<file path="src/rtl/mem_request_queue.sv">
`timescale 1ns/1ps
// In-order load/store request queue that sits in front of data_memory_system.
// Optional statistics counters are enabled with `define MEMQ_STATS_EN.
module mem_request_queue #(
  parameter int DATA_WIDTH = 32,
  parameter int ADDR_WIDTH = 10,
  parameter int DEPTH      = 4
) (
  input  logic                  CLK,
  input  logic                  rst,
  input  logic                  ReqValid,
  output logic                  ReqReady,
  input  logic                  ReqWrite,
  input  logic [ADDR_WIDTH-1:0] ReqAddr,
  input  logic [DATA_WIDTH-1:0] ReqData,
  output logic                  RspValid,
  output logic [DATA_WIDTH-1:0] RspData,
  output logic                  MemRead,
  output logic                  MemWrite,
  output logic [ADDR_WIDTH-1:0] WordAddress,
  output logic [DATA_WIDTH-1:0] DataIn,
  input  logic                  Stall,
  input  logic [DATA_WIDTH-1:0] DataOut,
  output logic                  Empty
`ifdef MEMQ_STATS_EN
  ,
  output logic [15:0]           StallCycles,
  output logic [15:0]           ReqCount
`endif
);

  localparam int PTR_W = $clog2(DEPTH);
  localparam logic [PTR_W:0] FullCount = (PTR_W + 1)'(DEPTH);

  typedef enum logic {IDLE, ACTIVE} stateT;

  stateT             stateReg;
  logic [PTR_W-1:0]  wrPtrReg;
  logic [PTR_W-1:0]  rdPtrReg;
  logic [PTR_W:0]    countReg;

  logic                  writeMem [DEPTH];
  logic [ADDR_WIDTH-1:0] addrMem  [DEPTH];
  logic [DATA_WIDTH-1:0] dataMem  [DEPTH];

  logic                  headWrite;
  logic [ADDR_WIDTH-1:0] headAddr;
  logic [DATA_WIDTH-1:0] headData;
  logic                  push;
  logic                  pop;
  logic                  fifoNonEmpty;

  assign fifoNonEmpty = (countReg != '0);
  assign ReqReady     = (countReg != FullCount);
  assign Empty        = !fifoNonEmpty && (stateReg == IDLE);
  assign push         = ReqValid && ReqReady;
  // The head is consumed whenever the mem port is free or freeing up this edge.
  assign pop          = fifoNonEmpty && ((stateReg == IDLE) || !Stall);

  assign headWrite = writeMem[rdPtrReg];
  assign headAddr  = addrMem[rdPtrReg];
  assign headData  = dataMem[rdPtrReg];

  // Storage carries no reset so it can map onto distributed or block RAM.
  always_ff @(posedge CLK) begin
    if (push) begin
      writeMem[wrPtrReg] <= ReqWrite;
      addrMem[wrPtrReg]  <= ReqAddr;
      dataMem[wrPtrReg]  <= ReqData;
    end
  end

  always_ff @(posedge CLK or posedge rst) begin
    if (rst) begin
      stateReg    <= IDLE;
      wrPtrReg    <= '0;
      rdPtrReg    <= '0;
      countReg    <= '0;
      MemRead     <= 1'b0;
      MemWrite    <= 1'b0;
      WordAddress <= '0;
      DataIn      <= '0;
      RspValid    <= 1'b0;
      RspData     <= '0;
    end else begin
      RspValid <= 1'b0;

      if (push) wrPtrReg <= wrPtrReg + PTR_W'(1);
      if (pop)  rdPtrReg <= rdPtrReg + PTR_W'(1);

      if (push && !pop)
        countReg <= countReg + (PTR_W + 1)'(1);
      else if (!push && pop)
        countReg <= countReg - (PTR_W + 1)'(1);

      case (stateReg)
        IDLE: begin
          if (fifoNonEmpty) begin
            WordAddress <= headAddr;
            DataIn      <= headData;
            MemRead     <= !headWrite;
            MemWrite    <= headWrite;
            stateReg    <= ACTIVE;
          end
        end
        ACTIVE: begin
          if (!Stall) begin
            if (MemRead) begin
              RspData  <= DataOut;
              RspValid <= 1'b1;
            end
            // Chain straight into the next request so there is no idle bubble.
            if (fifoNonEmpty) begin
              WordAddress <= headAddr;
              DataIn      <= headData;
              MemRead     <= !headWrite;
              MemWrite    <= headWrite;
            end else begin
              MemRead  <= 1'b0;
              MemWrite <= 1'b0;
              stateReg <= IDLE;
            end
          end
        end
        default: stateReg <= IDLE;
      endcase
    end
  end

`ifdef MEMQ_STATS_EN
  always_ff @(posedge CLK or posedge rst) begin
    if (rst) begin
      StallCycles <= '0;
      ReqCount    <= '0;
    end else if (stateReg == ACTIVE) begin
      if (Stall && (StallCycles != 16'hFFFF))
        StallCycles <= StallCycles + 16'd1;
      if (!Stall && (ReqCount != 16'hFFFF))
        ReqCount <= ReqCount + 16'd1;
    end
  end
`endif

endmodule

</file>
<file path="config.mk">
export PLATFORM = sky130hd
export DESIGN_NAME = mem_request_queue
export DESIGN_NICKNAME = d
export VERILOG_FILES = /design/src/rtl/mem_request_queue.sv
export SDC_FILE = /design/constraint.sdc
export NUM_CORES = 1
export LEC_CHECK = 0
export CORE_MARGIN = 1.5
export CORE_UTILIZATION = 57
export DETAILED_ROUTE_END_ITERATION = 16
export PLACE_DENSITY = 0.88
export SYNTH_ARGS = -nofsm -noshare
export SYNTH_HDL_FRONTEND = slang
export SYNTH_SLANG_ARGS = --single-unit
</file>
<file path="constraint.sdc">
create_clock -name CLK -period 6.3 [get_ports CLK]
set_input_delay 0.945 -clock CLK [delete_from_list [all_inputs] [get_ports CLK]]
set_output_delay 0.945 -clock CLK [all_outputs]
set_load 0.03 [all_outputs]
</file>
==> results.py <==
metrics = {
    "sta": {
        "drv_slew": 0,
        "fmax_mhz": 319,
        "skew_ns": 0.00707,
        "fin_crit_ns": 3.14,
        "hold_violations": 0,
        "worst_slew_pin_slew_ns": 1.19,
        "setup_viol": 0,
        "slew_headroom_pct": 20.8,
        "fin_ws_ns": 3.16,
        "rsz0062_at_grt": "false",
        "fin_tns_setup_ns": 0,
        "fin_crit_sh_pct": 49.8,
    },
    "power": {
        "p_leak_nw": 4.37,
        "cellPowerDensity_nw_per_um2": 523,
        "peakVddDrop_mv": 0.312,
    },
    "detailed_routing": {
        "firstDrtPassIters": 4,
        "via_per_inst": 5.60,
        "via_count": 4712,
        "routed_wl_mm": 17.6,
        "drt_iter0_drc": 268,
        "antenna_left": 0,
        "drc": 0,
        "wl_per_cell_um": 20.8,
    },
    "flow_run": {
        "maxCapViolCount": 0,
    },
    "synth": {
        "synthTopCellsByCount": "edfxtp_1 (172), dfrtp_1 (85), mux2_2 (76)",
        "async_flop_share_pct": 33.1,
        "yosysMostFrequentCell": "edfxtp_1",
        "synth.ff_latch_count": 257,
        "seq_area_frac_synth_pct": 76.1,
        "synth.cell_area_sq_um": 9580,
        "synth.distinct_cells": 25,
        "synth.yosys.warnings": 0,
        "avgSynthCellArea_sq_um": 22.0,
        "synth.area.top_cells": "edfxtp_1 (54%), dfrtp_1 (22%), mux2_2 (8.9%), mux4_2 (8.9%), mux4_1 (1.4%)",
        "synthCells": 435,
        "yosys.area.top_type": "edfxtp_1",
        "synth_top_flop_cell": "edfxtp_1",
        "netlist.area_leader.share_pct": 53.9,
        "synth_edf_count": 172,
        "synth_fp_nets": 520,
    },
    "place": {
        "portBuffers": 157,
        "dp_hpwl_mm": 10.3,
        "dp_slack_ns": 2.83,
        "placed_cell_area_sq_um": 11300,
        "globalplace.congestion": 0.785,
    },
    "worst_setup_path": {
        "worstPathRequired_ns": 5.35,
        "crit_path_start_kind": "flip-flop",
        "arrival_ns": 2.19,
        "cp-end-kind": "output pin",
        "critPathMaxFanout": 5,
        "regToRegSetupSlack_ns": 3.58,
        "setup.worst_path.class": "reg2out",
    },
    "clock_tree": {
        "clk_path_buf_depth": 3,
        "hold_buffers": 0,
        "cts_root_buf": "clkbuf_16",
        "cts_sinks": 257,
        "cts_htree_levels": 1,
        "post_cts_buffers": 0,
        "cts_tree": "yes",
        "clk-insertion-delay-late_ns": 0.51,
        "numCtsBuffers": 25,
        "clkSlewWorstSetupHoldPaths_ns": 0.06,
        "cts_resized": 0,
    },
    "cells_and_area": {
        "antenna_cells": 0,
        "nets": 689,
        "final.fill_count": 950,
        "drive_gt1_share_pct": 26.4,
        "areaGrowthSynthToFinish_pct": 26.7,
        "final_cell_area_sq_um": 12100,
    },
    "floorplan": {
        "die_h_um": 133,
        "io_pins": 158,
        "start_util_pct": 58.0,
        "placementRows": 47,
        "dieArea_sq_um": 17600,
        "die_x_um": 133,
        "core_sq_um": 16500,
    },
    "global_route": {
        "grt_usage_pct": 20.8,
        "grt_overflow": 0,
        "grt_max_degree": 60,
        "antenna_found_initial": 0,
        "grt_pass1_wl_mm": 27.9,
        "grt_pass1_vias": 5107,
    },
    "min_path": {
        "min_path_type": "reg2reg",
    },
    "status": {
        "status": "completed",
    },
}
==> layout make-up <==
type	instances	area (sq um)	area share, %
Sequential cell	257	7300	60.1
Multi-Input combinational cell	154	2130	17.5
Timing Repair Buffer	159	1590	13.1
Tap cell	220	275	2.27
Inverter	7	28.8	0.237
Clock buffer	34	689	5.68
Clock inverter	11	131	1.08
==> routing by layer <==
metal	share of wire, %	global-route usage [%]
met1	40	26.4
met4	3.0	6.47
met2	50	36.1
met5	0	0
met3	6.7	4.75
==> state kept, by name, indices dropped and copies added (netlist names) <==
signal       cells
RspData         32
stateReg         1
writeMem         4
addrMem         40
MemRead          1
MemWrite         1
WordAddress     10
rdPtrReg         2
countReg         3
wrPtrReg         2
RspValid         1
DataIn          32
dataMem        128
==> power by group <==
group / total (W) / switching, W / internal, W
Clock: 0.00148 / 0.000589 / 0.000888
Combinational: 0.00216 / 0.00106 / 0.00109
Sequential: 0.00271 / 0.000358 / 0.00235
==> layout by cell type, fill, tap and decap left out, types with 2 or more instances in the layout <==
| master | count |
|---|---|
| inv_1 | 6 |
| clkdlybuf4s50_1 | 157 |
| xnor2_1 | 4 |
| clkinv_2 | 5 |
| clkbuf_8 | 3 |
| ha_1 | 5 |
| buf_4 | 2 |
| xor2_1 | 2 |
| nand2_1 | 3 |
| mux4_1 | 5 |
| nor2_1 | 3 |
| mux2_2 | 76 |
| clkbuf_1 | 6 |
| nand3_1 | 5 |
| clkinv_1 | 2 |
| mux4_2 | 38 |
| clkbuf_16 | 25 |
| and2_2 | 4 |
| dfrtp_1 | 83 |
| bufinv_16 | 3 |
| edfxtp_1 | 172 |
==> critical path, stage by stage, from the launching register on <==
cell and delay [ns]:
dfrtp_1 0.45, or3_4 0.45, nor2_1 0.10, clkdlybuf4s50_1 0.69
==> kinds of logic after synthesis <==
kind of cell	share of synthesized area, %
AOI/OAI and AO/OA	0.392
and+or+nand+nor	1.11
xor gates and xnor gates	0.549
muxes	19.2
adders and majority gates	0.862
buffers and inverters	1.70
DFF	76.1
==> metrics by stage <==
step | hold slack (ns) | power, W | util (%) | cells
2_1_floorplan | 0.518 | 0.00409 | - | 435
3_3_place_gp | 0.485 | 0.00482 | 68.5 | 797
3_5_place_dp | 0.491 | 0.00491 | 68.5 | 797
4_1_cts | 0.505 | 0.00642 | 73.4 | 842
5_1_grt | 0.518 | 0.00663 | 73.4 | 842
6_report | 0.502 | 0.00634 | 73.4 | 842
==> final timing paths <==
kind	start	end	depth (start not counted)
worst max-delay path	countReg[0]	Empty	3
worst min-delay path	RspData[31]	RspData[31]	1
worst max register to register	countReg[0]	countReg[2]	8
worst min register to register	RspData[31]	RspData[31]	1
max in group asynchronous	rst	rdPtrReg[0]	3
min in group asynchronous	rst	DataIn[26]	2
No activity file was read; power rests on OpenSTA's default activity.
==> variant, RTL diff (same flow settings) <==
Add a define of `MEMQ_STATS_EN`.
--- a/src/rtl/mem_request_queue.sv
+++ b/src/rtl/mem_request_queue.sv
@@ -1,6 +1,8 @@
 `timescale 1ns/1ps
 // In-order load/store request queue that sits in front of data_memory_system.
 // Optional statistics counters are enabled with `define MEMQ_STATS_EN.
+`define MEMQ_STATS_EN
+
 module mem_request_queue #(
   parameter int DATA_WIDTH = 32,
   parameter int ADDR_WIDTH = 10,
Function (old outputs only; new: ReqCount and StallCycles): kept (Yosys induction, for registers that start in step).
==> variant against the unedited design <==
Sequential share of layout area fell by 3.4 points; register-to-register slack got worse by 120 ps; wire length rose by 29%; setup slack got worse by 130 ps; sequential power rose by 13%; final cell count rose by 26%; global-route usage rose by 2.0 points; area after synthesis rose by 16%; power rose by 15%; sequential cell count rose by 32; final area rose by 18%; synthesized cell count rose by 34%; maximum frequency fell by 3.9%; critical path type unchanged; largest cell class unchanged; largest power group unchanged.
==> variant: results (changes against the unedited design) <==
[placed_design]
dp.cells = 1013  ; was 797
place_ws_ps = 2600  ; was 2830 ps
gp_congestion = 0.853  ; was 0.785
numPortBuffers = 189  ; was 157
hpwl_um = 13300  ; was 10300 um

[global_routing]
grt_max_degree = 67  ; was 60
use_met2_pct = 39.8  ; was 36.1%
grt_pass1_vias = 6489  ; was 5107
grt_pass1_wl_um = 35200  ; was 27900 um
gr-usage-all-layers_pct = 22.8  ; was 20.8%
grtUsageMet3_pct = 5.13  ; was 4.75%
use_met1_pct = 28.8  ; was 26.4%

[route]
vias = 5994  ; was 4712
wl_met2_um = 11500  ; was 8800 um
maxUsedRoutingLayer = met5  ; was met4
wl_per_cell_um = 21.2  ; was 20.8 um
via_per_inst = 5.63  ; was 5.60
dr.pass1.iters = 5  ; was 4
drtIter0Drc = 299  ; was 268
wirelength_met1_um = 8930  ; was 7040 um
dr_wl_met3_um = 1710  ; was 1170 um

[worst_hold_path]
hp-class = register to register  ; unchanged
hold_end = RspData[26]  ; was RspData[31]
hp-start = RspData[26]  ; was RspData[31]

[sta]
worst_slew_pin_slew_ps = 1200  ; was 1190 ps
timing.final.crit_share_pct = 51.8  ; was 49.8%
skew_ps = 13.8  ; was 7.07 ps

[synth]
ys_seq_area_share_pct = 72.6  ; was 76.1%
synth_area_per_cell_um2 = 19.2  ; was 22.0 um^2
synthTopCellsByCount = 172 x edfxtp_1, 117 x dfrtp_1, 79 x mux2_2  ; was 172 x edfxtp_1, 85 x dfrtp_1, 76 x mux2_2
async_flop_share_pct = 40.5  ; was 33.1%
syn_nets = 669  ; was 520
synth.area.top_cells = edfxtp_1 46%, dfrtp_1 26%, mux4_2 8.7%  ; was edfxtp_1 54%, dfrtp_1 22%, mux2_2 8.9%
ys_types = 45  ; was 25

[setup_path]
worstPathArrival_ps = 2320  ; was 2190 ps
reg2reg_depth = 9  ; was 8
r2r_slack_ps = 3460  ; was 3580 ps

[status]
status = completed  ; unchanged

[power]
power_switching_mw = 2.41  ; was 2.01 mW
clock_power_share_pct = 24.2  ; was 23.3%
p_comb_share_pct = 33.7  ; was 34.0%
leakage_nw = 5.30  ; was 4.37 nW
ir_drop_uv = 335  ; was 312 uV

[cells_and_area]
drive_above_1_share_pct = 23.5  ; was 26.4%
diodes = 0  ; unchanged
nFillCells = 1087  ; was 950
fin_nets = 870  ; was 689

[clock_network]
numCtsBuffers = 28  ; was 25
clk_pin_slew_ps = 70
clock_latency_ps = 550  ; was 510 ps

[floorplan]
initial_core_util_pct = 58.8  ; was 58.0%

variant: cells by family (layout without fill, tap and decap cells):
family          after synthesis  in the layout  share of synthesized area, %
xor+xnor                     31             31                          2.43
flops                       289            289                          72.6
compound gates               13             13                         0.785
fa+ha+maj                     8              8                         0.965
simple gates                 90             90                          5.06
buf+inv                      28            251                          1.40
mux                         123            123                          16.8
variant: final cells by class:
| type | count | share of cell area (%) |
|---|---|---|
| tap | 260 | 2.28 |
| multi-input combinational | 265 | 20.4 |
| sequential | 289 | 56.7 |
| clock inverter | 22 | 1.98 |
| timing repair buffer | 193 | 13.5 |
| inverter | 6 | 0.175 |
| clock buffer | 30 | 4.96 |
variant: per-stage QoR:
step / power (mW) / util (%) / hold slack [ps] / cell area (um^2)
global placement: 5.44 / 70.1 / 479 / 13300
finish: 7.29 / 75.3 / 503 / 14300
detailed placement: 5.55 / 70.1 / 481 / 13300
floorplan: 4.55 / - / 476 / 11200
global route: 7.60 / 75.3 / 518 / 14300
CTS: 7.36 / 75.3 / 501 / 14300
